[config.mk]
export PLATFORM = sky130hd
export DESIGN_NAME = mpe_tile_loader
export DESIGN_NICKNAME = d
export VERILOG_FILES = /design/src/rtl/mpe_pkg.sv /design/src/rtl/mpe_kernel_pos_counter.sv /design/src/rtl/mpe_tile_loader.sv
export SDC_FILE = /design/constraint.sdc
export NUM_CORES = 1
export LEC_CHECK = 0
export CAP_MARGIN = 20
export CORE_AREA = 2 2 237 239
export DETAILED_ROUTE_END_ITERATION = 12
export DIE_AREA = 0 0 239 241
export PLACE_DENSITY_LB_ADDON = 0.2
export SYNTH_ARGS = -nofsm -noshare
export SYNTH_HDL_FRONTEND = slang
export SYNTH_SLANG_ARGS = --single-unit
[constraint.sdc]
create_clock -name clock -period 3.81 [get_ports clock]
set_input_delay 0.762 -clock clock [delete_from_list [all_inputs] [get_ports clock]]
set_output_delay 0.762 -clock clock [all_outputs]
set_load 0.005 [all_outputs]
[src/rtl/mpe_pkg.sv]
// Shared definitions for the MPE tile loader.
// Contents: loader state enum, activation type, default dimensions and counter widths, and
// the config sanitising function (0 -> 1, values above the maximum clamp to the maximum).
package mpe_pkg;

  localparam int unsigned DEF_BIN_LEN       = 8;
  localparam int unsigned DEF_INPUT_HEIGHT  = 8;
  localparam int unsigned DEF_INPUT_WIDTH   = 8;
  localparam int unsigned DEF_KERNEL_HEIGHT = 3;
  localparam int unsigned DEF_KERNEL_WIDTH  = 3;

  // Kernel counters carry one extra bit so kernel_h/kernel_w == maximum is representable.
  localparam int unsigned KH_CNT_W = $clog2(DEF_KERNEL_HEIGHT) + 1;
  localparam int unsigned KW_CNT_W = $clog2(DEF_KERNEL_WIDTH) + 1;
  localparam int unsigned ROW_CNT_W = $clog2(DEF_INPUT_HEIGHT);

  typedef enum logic {LOAD, SWEEP} loader_state_e;

  typedef logic [DEF_BIN_LEN-1:0] bin_t;

  function automatic int unsigned eff_cfg(input int unsigned cfg, input int unsigned max_val);
    if (cfg == 0) return 1;
    if (cfg > max_val) return max_val;
    return cfg;
  endfunction

endpackage

[src/rtl/mpe_kernel_pos_counter.sv]
// Two-dimensional wrap counter that walks kernel offsets in row-major order.
// Ports: clock, reset (sync, active-high), clear (hold at origin), advance (step once),
//        kernel_h/kernel_w (effective extents), weight_height/weight_width (current offset),
//        first (at origin), last (at final offset).
module mpe_kernel_pos_counter
  import mpe_pkg::*;
#(
  parameter int unsigned CNT_H_W = KH_CNT_W,
  parameter int unsigned CNT_W_W = KW_CNT_W,
  parameter int unsigned OUT_H_W = KH_CNT_W - 1,
  parameter int unsigned OUT_W_W = KW_CNT_W - 1
) (
  input  logic               clock,
  input  logic               reset,
  input  logic               clear,
  input  logic               advance,
  input  logic [CNT_H_W-1:0] kernel_h,
  input  logic [CNT_W_W-1:0] kernel_w,
  output logic [OUT_H_W-1:0] weight_height,
  output logic [OUT_W_W-1:0] weight_width,
  output logic               first,
  output logic               last
);

  logic [CNT_H_W-1:0] h_q;
  logic [CNT_W_W-1:0] w_q;
  logic               h_end;
  logic               w_end;

  assign h_end = (h_q == kernel_h - CNT_H_W'(1));
  assign w_end = (w_q == kernel_w - CNT_W_W'(1));

  assign first = (h_q == '0) && (w_q == '0);
  assign last  = h_end && w_end;

  assign weight_height = h_q[OUT_H_W-1:0];
  assign weight_width  = w_q[OUT_W_W-1:0];

  always_ff @(posedge clock) begin
    if (reset || clear) begin
      h_q <= '0;
      w_q <= '0;
    end else if (advance) begin
      if (w_end) begin
        w_q <= '0;
        h_q <= h_end ? '0 : h_q + CNT_H_W'(1);
      end else begin
        w_q <= w_q + CNT_W_W'(1);
      end
    end
  end

endmodule

[src/rtl/mpe_tile_loader.sv]
// Loads one input tile row by row, then sweeps every kernel offset over a valid/ready port.
// Ports: clock, reset (sync, active-high); cfg_kernel_h/cfg_kernel_w/cfg_stride (sampled on
//        the first row of each tile); row_valid/row_ready/row_data (row stream in);
//        in_vals (held tile); weight_height/weight_width/stride (current position);
//        pos_valid/pos_ready/pos_first/pos_last (position handshake); busy (sweeping).
// Optional: define MPE_TILE_LOADER_PERF_EN to add perf_tiles, perf_stall_cycles and
//        perf_starve_cycles saturating counters.
module mpe_tile_loader
  import mpe_pkg::*;
#(
  parameter int unsigned BIN_LEN       = DEF_BIN_LEN,
  parameter int unsigned INPUT_HEIGHT  = DEF_INPUT_HEIGHT,
  parameter int unsigned INPUT_WIDTH   = DEF_INPUT_WIDTH,
  parameter int unsigned KERNEL_HEIGHT = DEF_KERNEL_HEIGHT,
  parameter int unsigned KERNEL_WIDTH  = DEF_KERNEL_WIDTH
) (
  input  logic                                                clock,
  input  logic                                                reset,
  input  logic [$clog2(KERNEL_HEIGHT):0]                      cfg_kernel_h,
  input  logic [$clog2(KERNEL_WIDTH):0]                       cfg_kernel_w,
  input  logic [2:0]                                          cfg_stride,
  input  logic                                                row_valid,
  output logic                                                row_ready,
  input  logic [INPUT_WIDTH*BIN_LEN-1:0]                      row_data,
  output logic [INPUT_HEIGHT-1:0][INPUT_WIDTH-1:0][BIN_LEN-1:0] in_vals,
  output logic [$clog2(KERNEL_HEIGHT)-1:0]                    weight_height,
  output logic [$clog2(KERNEL_WIDTH)-1:0]                     weight_width,
  output logic [2:0]                                          stride,
  output logic                                                pos_valid,
  input  logic                                                pos_ready,
  output logic                                                pos_first,
  output logic                                                pos_last,
  output logic                                                busy
`ifdef MPE_TILE_LOADER_PERF_EN
  ,
  output logic [31:0]                                         perf_tiles,
  output logic [31:0]                                         perf_stall_cycles,
  output logic [31:0]                                         perf_starve_cycles
`endif
);

  localparam int unsigned KH_W  = $clog2(KERNEL_HEIGHT) + 1;
  localparam int unsigned KW_W  = $clog2(KERNEL_WIDTH) + 1;
  localparam int unsigned ROW_W = $clog2(INPUT_HEIGHT);

  loader_state_e    state;
  logic [ROW_W-1:0] row_cnt;
  logic [KH_W-1:0]  kernel_h;
  logic [KW_W-1:0]  kernel_w;
  logic             cnt_first;
  logic             cnt_last;
  logic             row_hs;
  logic             pos_hs;

  assign row_ready = (state == LOAD);
  assign busy      = (state == SWEEP);
  assign pos_valid = busy;
  // Counter sits at the origin during LOAD, so its flags must be masked there.
  assign pos_first = busy && cnt_first;
  assign pos_last  = busy && cnt_last;

  assign row_hs = row_valid && row_ready;
  assign pos_hs = pos_valid && pos_ready;

  mpe_kernel_pos_counter #(
    .CNT_H_W (KH_W),
    .CNT_W_W (KW_W),
    .OUT_H_W (KH_W - 1),
    .OUT_W_W (KW_W - 1)
  ) u_pos_counter (
    .clock         (clock),
    .reset         (reset),
    .clear         (state == LOAD),
    .advance       (pos_hs),
    .kernel_h      (kernel_h),
    .kernel_w      (kernel_w),
    .weight_height (weight_height),
    .weight_width  (weight_width),
    .first         (cnt_first),
    .last          (cnt_last)
  );

  always_ff @(posedge clock) begin
    if (reset) begin
      state    <= LOAD;
      row_cnt  <= '0;
      in_vals  <= '0;
      kernel_h <= KH_W'(1);
      kernel_w <= KW_W'(1);
      stride   <= 3'd1;
    end else begin
      unique case (state)
        LOAD: begin
          if (row_hs) begin
            in_vals[row_cnt] <= row_data;
            // Tile geometry is fixed by the first row only.
            if (row_cnt == '0) begin
              kernel_h <= KH_W'(eff_cfg(32'(cfg_kernel_h), KERNEL_HEIGHT));
              kernel_w <= KW_W'(eff_cfg(32'(cfg_kernel_w), KERNEL_WIDTH));
              stride   <= 3'(eff_cfg(32'(cfg_stride), 7));
            end
            if (row_cnt == ROW_W'(INPUT_HEIGHT - 1)) begin
              row_cnt <= '0;
              state   <= SWEEP;
            end else begin
              row_cnt <= row_cnt + ROW_W'(1);
            end
          end
        end
        SWEEP: begin
          if (pos_hs && cnt_last) state <= LOAD;
        end
        default: state <= LOAD;
      endcase
    end
  end

`ifdef MPE_TILE_LOADER_PERF_EN
  always_ff @(posedge clock) begin
    if (reset) begin
      perf_tiles         <= '0;
      perf_stall_cycles  <= '0;
      perf_starve_cycles <= '0;
    end else begin
      if (pos_hs && cnt_last && (perf_tiles != '1)) perf_tiles <= perf_tiles + 32'd1;
      if (pos_valid && !pos_ready && (perf_stall_cycles != '1)) begin
        perf_stall_cycles <= perf_stall_cycles + 32'd1;
      end
      if ((state == LOAD) && !row_valid && (row_cnt != '0) && (perf_starve_cycles != '1)) begin
        perf_starve_cycles <= perf_starve_cycles + 32'd1;
      end
    end
  end
`endif

endmodule

# --- Word-level counts from Yosys, hierarchy flattened ---
# Cells that the tools add are included.
totals:
  inputBits: 77
  output_inout_bits: 524
  elab_cells: 149
  ff_bits: 531
classes:
  n_eq_ne: 3
  order_cmp: 4
  n_addsub: 5
  n_reduce_logical: 18
  bitwise_logic: 1
  n_mux: 47
op_table:
  columns: ["operator", "n"]
  rows:
  - ["bitwise mux 512 bit", 1]
  - ["demux 64 bit (select 3 bit)", 1]
  - ["2-to-1 mux 64 bit", 1]
  - ["2-to-1 mux 1 bit", 33]
  - ["2-to-1 mux 3 bit", 8]
  - ["zero test 3 bit", 6]
  - ["adder 3 x 1 -> 3 bit (second input constant)", 3]
  - ["logical AND 1 bit", 8]
  - ["equality test 3 bit", 2]
  - ["greater-than comparator 3 x 2 -> 1 bit (second input constant)", 2]
  - ["subtractor 3 x 1 -> 3 bit (second input constant)", 2]
  - ["< comparator 3 x 4 -> 1 bit (second input constant)", 1]
  - ["2-to-1 mux 2 bit", 2]
  - ["AND reduction 2 bit", 2]
  - ["equality test 3 bit (second input constant)", 1]
  - [">= comparator 3 x 1 -> 1 bit (second input constant)", 1]
  - ["AND reduction 3 bit", 1]
  - ["one-hot mux 1 bit (2 select lines)", 1]
  - ["logical OR 1 bit", 1]
  - ["NOT 1 bit", 1]

# --- Longest topological paths before layout ---
logic_depth:
  ltp_word: 13
  ltp_mapped: 7
  ltp_nobuf: 6

# --- Cells and area by module ---
# A second synthesis with hierarchy kept.
unflattened:
  hier_cells: 1910
  hier_area_um2: 21010.2
by_module_without_submodules:
  columns: ["mod", "area_per_inst_um2", "n_inst", "cells_each"]
  rows:
  - ["mpe_tile_loader", 20479.6, 1, 1856]
  - ["mpe_kernel_pos_counter", 530.5, 1, 54]

# --- Worst setup path before layout ---
# No wires, ideal clock.
synth_path:
  path_kind: "register to output"
  start: "register kernel_w[0]"
  end: "output pos_last"
  setup_slack_ns: 1.878
  t_required_ns: 3.048
  path_stages_with_launch: 6
  t_arrival_ns: 1.170
  path_buffers: 0
  cell_sequence: "dfxtp_1 inv_1 ha_1 xor2_1 nand3_1 nor3_1"
synth_between:
  elab_chain_cells: 4
synth_lines:
  columns: ["element", "line_no", "source"]
  rows:
  - ["from (decl)", "mpe_tile_loader.sv:49", "logic [KW_W-1:0] kernel_w;"]
  - ["from (signal assigned)", "mpe_tile_loader.sv:99", "kernel_w <= KW_W'(eff_cfg(32'(cfg_kernel_w), KERNEL_WIDTH));"]
  - ["subtractor 3 x 1 -> 3 bit", "mpe_kernel_pos_counter.sv:31", "assign w_end = (w_q == kernel_w - CNT_W_W'(1));"]
  - ["equality test 3 bit", "mpe_kernel_pos_counter.sv:31", null]
  - ["logical AND 1 bit", "mpe_kernel_pos_counter.sv:34", "assign last = h_end && w_end;"]
  - ["logical AND 1 bit", "mpe_tile_loader.sv:60", "assign pos_last = busy && cnt_last;"]
  - ["to (decl)", "mpe_tile_loader.sv:32", "output logic pos_last,"]
# Every way passes these cells.

# --- Worst setup path after layout ---
# Ends and elaborated chain as after synthesis.

==> run_results.csv <==
group,metric,value,unit
run,cap_violations,0,
worst_setup_path,worstPathCellList,"inv_1 > ha_1 > xor2_1 > nand3_1 > nor3_1 > clkdlybuf4s50_1",
synth,synth.area.mux_share,0,%
cts,cts_tree,"built",
final_layout,stdcell_count,3621,
synth,ys_async_sr_fraction,0,%
worst_setup_path,worstPathRequired,3.05,ns
floorplan,core_area,0.0549,mm²
cts,cts_buffer_depth,3,
cts,holdBufCountCts,0,
worst_setup_path,worst_r2r_endpoint,"in_vals[485]$_SDFFE_PP0P_",
synth,synth_warnings,0,
floorplan,io_pins,601,
detailed_routing,ant_nets,0,
timing,hold_violations,0,
global_routing,grt_pass1_vias,16900,
global_routing,grt_pass1_wl,108000,µm
floorplan,die-area,0.0576,mm²
placed_design,place_ws,0.789,ns
synth,synth_cell_types,40,
synth,syn_area_per_cell,7.91,µm²
global_routing,grt_overflow,0,
global_routing,grt_use_total,24.7,%
floorplan,rows,86,
synth,syn_nets,2504,
detailed_routing,vias,17900,
cts,clk_latency,0.61,ns
timing,slew_viol_final,0,
final_layout,drive_gt1_share,4.73,%
timing,min_period,3.16,ns
worst_hold_path,holdPathStages,2,
timing,fin_ws,0.651,ns
placed_design,dp_hpwl,49900,µm
synth,ys_ff_latch,531,
detailed_routing,drtPass1Iterations,5,
worst_setup_path,rrSetupSlack,1.20,ns
cts,path_clk_slew,0.06,ns
synth,synth_fa_ha_area_share,0.589,%
worst_setup_path,critPathKind,"flop to primary output",
final_layout,nets,2959,
synth,synth_edf_count,0,
worst_setup_path,rr_worst_depth,5,
worst_setup_path,cp-end-kind,"primary output",
worst_setup_path,worstPathMaxFanout,5,
worst_hold_path,hold_start,"in_vals[25]$_SDFFE_PP0P_",
timing,rsz0062_at_grt,"no",
worst_hold_path,hold_end,"in_vals[25]$_SDFFE_PP0P_",
timing,clock_skew,0.0239,ns
detailed_routing,drt_wl_total,74200,µm
timing,fin_crit_sh,82.9,%
placed_design,dp.cells,3519,
synth,yosys.area_share.simple,22.4,%
synth,synth_ff_type,"dfxtp_1",
placed_design,numPortBuffers,600,
placed_design,gp_congestion,0.853,
worst_setup_path,critical_path_depth,6,
timing,fmax,317,MHz
worst_hold_path,hold_class,"flop to flop",
cts,clockRootBuffer,"clkbuf_16",
detailed_routing,wl_per_cell,20.5,µm
cts,cts_setup_buffers,0,
detailed_routing,drc,0,
power_and_ir_drop,p_leak,0.00896,µW
run_status,outcome,"finished, final reports clean",
power_and_ir_drop,peakVddDrop,0.000471,V
synth,syn_area,0.0191,mm²
synth,synthCells,2418,
final_layout,fill_cells,5201,
detailed_routing,via_per_inst,4.95,
timing,finalSetupViolations,0,
floorplan,fp.dieH,241,µm
global_routing,antenna_found_initial,1,
floorplan,start_util,34.9,%
cts,post_cts_resized,0,
detailed_routing,dr.first_iter.drc_count,1186,
synth,synth_top_family_by_area,"simple AND/OR/NAND/NOR gates",
global_routing,grt_max_degree,142,
timing,worst_slew_pin_slew,0.964,ns
worst_setup_path,crit_buf_inv,2,
worst_setup_path,arrival,2.40,ns
cts,htree_levels,2,
worst_setup_path,cp-start-kind,"flop",
floorplan,die_w,239,µm
worst_setup_path,slowest_stage,"clkdlybuf4s50_1",
worst_setup_path,cp_slowest_stage_delay,0.54,ns
timing,slew_headroom,35.6,%
cts,clock-sinks,531,
timing,finalSetupTns,0,ns
worst_setup_path,critical-path-top-delay-family,"buffers and inverters",
synth,ys_seq_area_share,55.6,%
synth,synth-xor-area-share,0.419,%
power_and_ir_drop,pwr_density_cell,443,mW/mm²
worst_setup_path,r2r-start,"row_cnt[2]$_SDFFE_PP0P_",
cts,cts_buffers,56,
synth,synth_compound_area_share,14.0,%
final_layout,area_growth,40.9,%
## cells in the mapped netlist, types with 4 or more instances
cell type,instances,area (µm²)
a21oi_1,520,2600
buf_2,49,245
buf_4,76,571
buf_6,8,90.1
clkbuf_1,104,390
dfxtp_1,531,10600
ha_1,9,113
inv_1,11,41.3
nand2_1,1039,3900
nand3_1,10,50.1
nand3b_1,6,45.0
nor2_1,6,22.5
nor3_1,4,20.0
nor3b_1,5,37.5
xor2_1,4,35.0
## how the worst max path moves through the flow
stage                        startpoint                        end  slack (ns)
6_report       kernel_w[0]$_SDFFE_PP1P_                   pos_last        0.65
5_1_grt        kernel_w[0]$_SDFFE_PP1P_                   pos_last        0.50
4_1_cts        kernel_w[0]$_SDFFE_PP1P_                   pos_last        0.61
3_5_place_dp                  row_valid  in_vals[501]$_SDFFE_PP0P_        0.79
3_3_place_gp                  row_valid  in_vals[472]$_SDFFE_PP0P_        0.83
2_1_floorplan  kernel_w[0]$_SDFFE_PP1P_                   pos_last        1.88
## stage by stage
step           util (%)  cell area (µm²)  power (µW)  hold slack [ns]
3_5_place_dp       45.8            25100        6660            0.446
2_1_floorplan         -            19100        6230            0.444
4_1_cts            49.1            26900       12100            0.454
3_3_place_gp       45.8            25100        6650            0.440
5_1_grt            49.1            26900       12400            0.468
6_report           49.1            26900       11900            0.450
## layout make-up
class,instances,area (µm²),area share [%]
multi-input cells,1638,7220,26.8
clock buffers,91,1720,6.39
flip-flops and latches,531,10600,39.4
inverters,12,45.0,0.167
clock inverters,10,92.6,0.344
well taps,704,881,3.27
diodes,1,2.50,0.00929
repair buffers,634,6350,23.6
## sequential cells by signal, indices dropped and copies added, names as in the netlist
register	count
stride	3
in_vals	512
u_pos_counter.h_q	3
u_pos_counter.w_q	3
kernel_h	3
busy	1
kernel_w	3
row_cnt	3
## routing by layer
metal / vias up / part of all wire, % / global-route usage [%]
met1: 8492 / 39 / 29.4
li1: 8604 / - / -
met2: 695 / 48 / 41.8
met5: - / 0 / 0
met4: 0 / 3.3 / 8.86
met3: 134 / 9.3 / 7.78
## cells by family (layout without fill, tap and decap cells)
logic type / after synthesis / count (layout)
DFF: 531 / 531
buffers and inverters: 249 / 747
AOI/OAI and AO/OA: 530 / 530
and+or+nand+nor: 1093 / 1093
xor gates and xnor gates: 6 / 6
other: 0 / 1
adders and majority gates: 9 / 9
## power breakdown
part / switching, µW / internal, µW / total [µW]
Clock: 2270 / 3140 / 5410
Combinational: 498 / 324 / 823
Sequential: 58.1 / 5650 / 5710
## placed cells by master, fill, tap and decap left out, types with 2 or more instances in the layout
master	n
o21ai_0	2
nand3_1	7
nor3b_1	4
a211oi_1	2
dfxtp_1	531
nand2b_1	2
o31ai_1	2
buf_4	27
xnor3_1	2
ha_1	9
clkdlybuf4s50_1	599
nand3b_1	6
inv_1	11
clkbuf_16	56
buf_12	7
a21oi_1	520
o21bai_1	2
xor2_1	4
nand3_4	3
nor2b_1	2
clkbuf_8	19
nor3_4	3
nor3_1	4
clkbuf_1	16
clkinv_2	6
nor2_1	6
nor4b_1	2
nand2_1	1038
nand4_1	2
nand4b_1	2
nor3b_2	2
## worst register-to-register path, delay by kind of cell (launching register included)
family,cells,cell delay (ns)
and+or+nand+nor,3,1.12
buffers and inverters,1,0.44
AOI/OAI and AO/OA,1,0.07
DFF,1,0.84
Note: power is estimated with default switching activity, not from simulation.
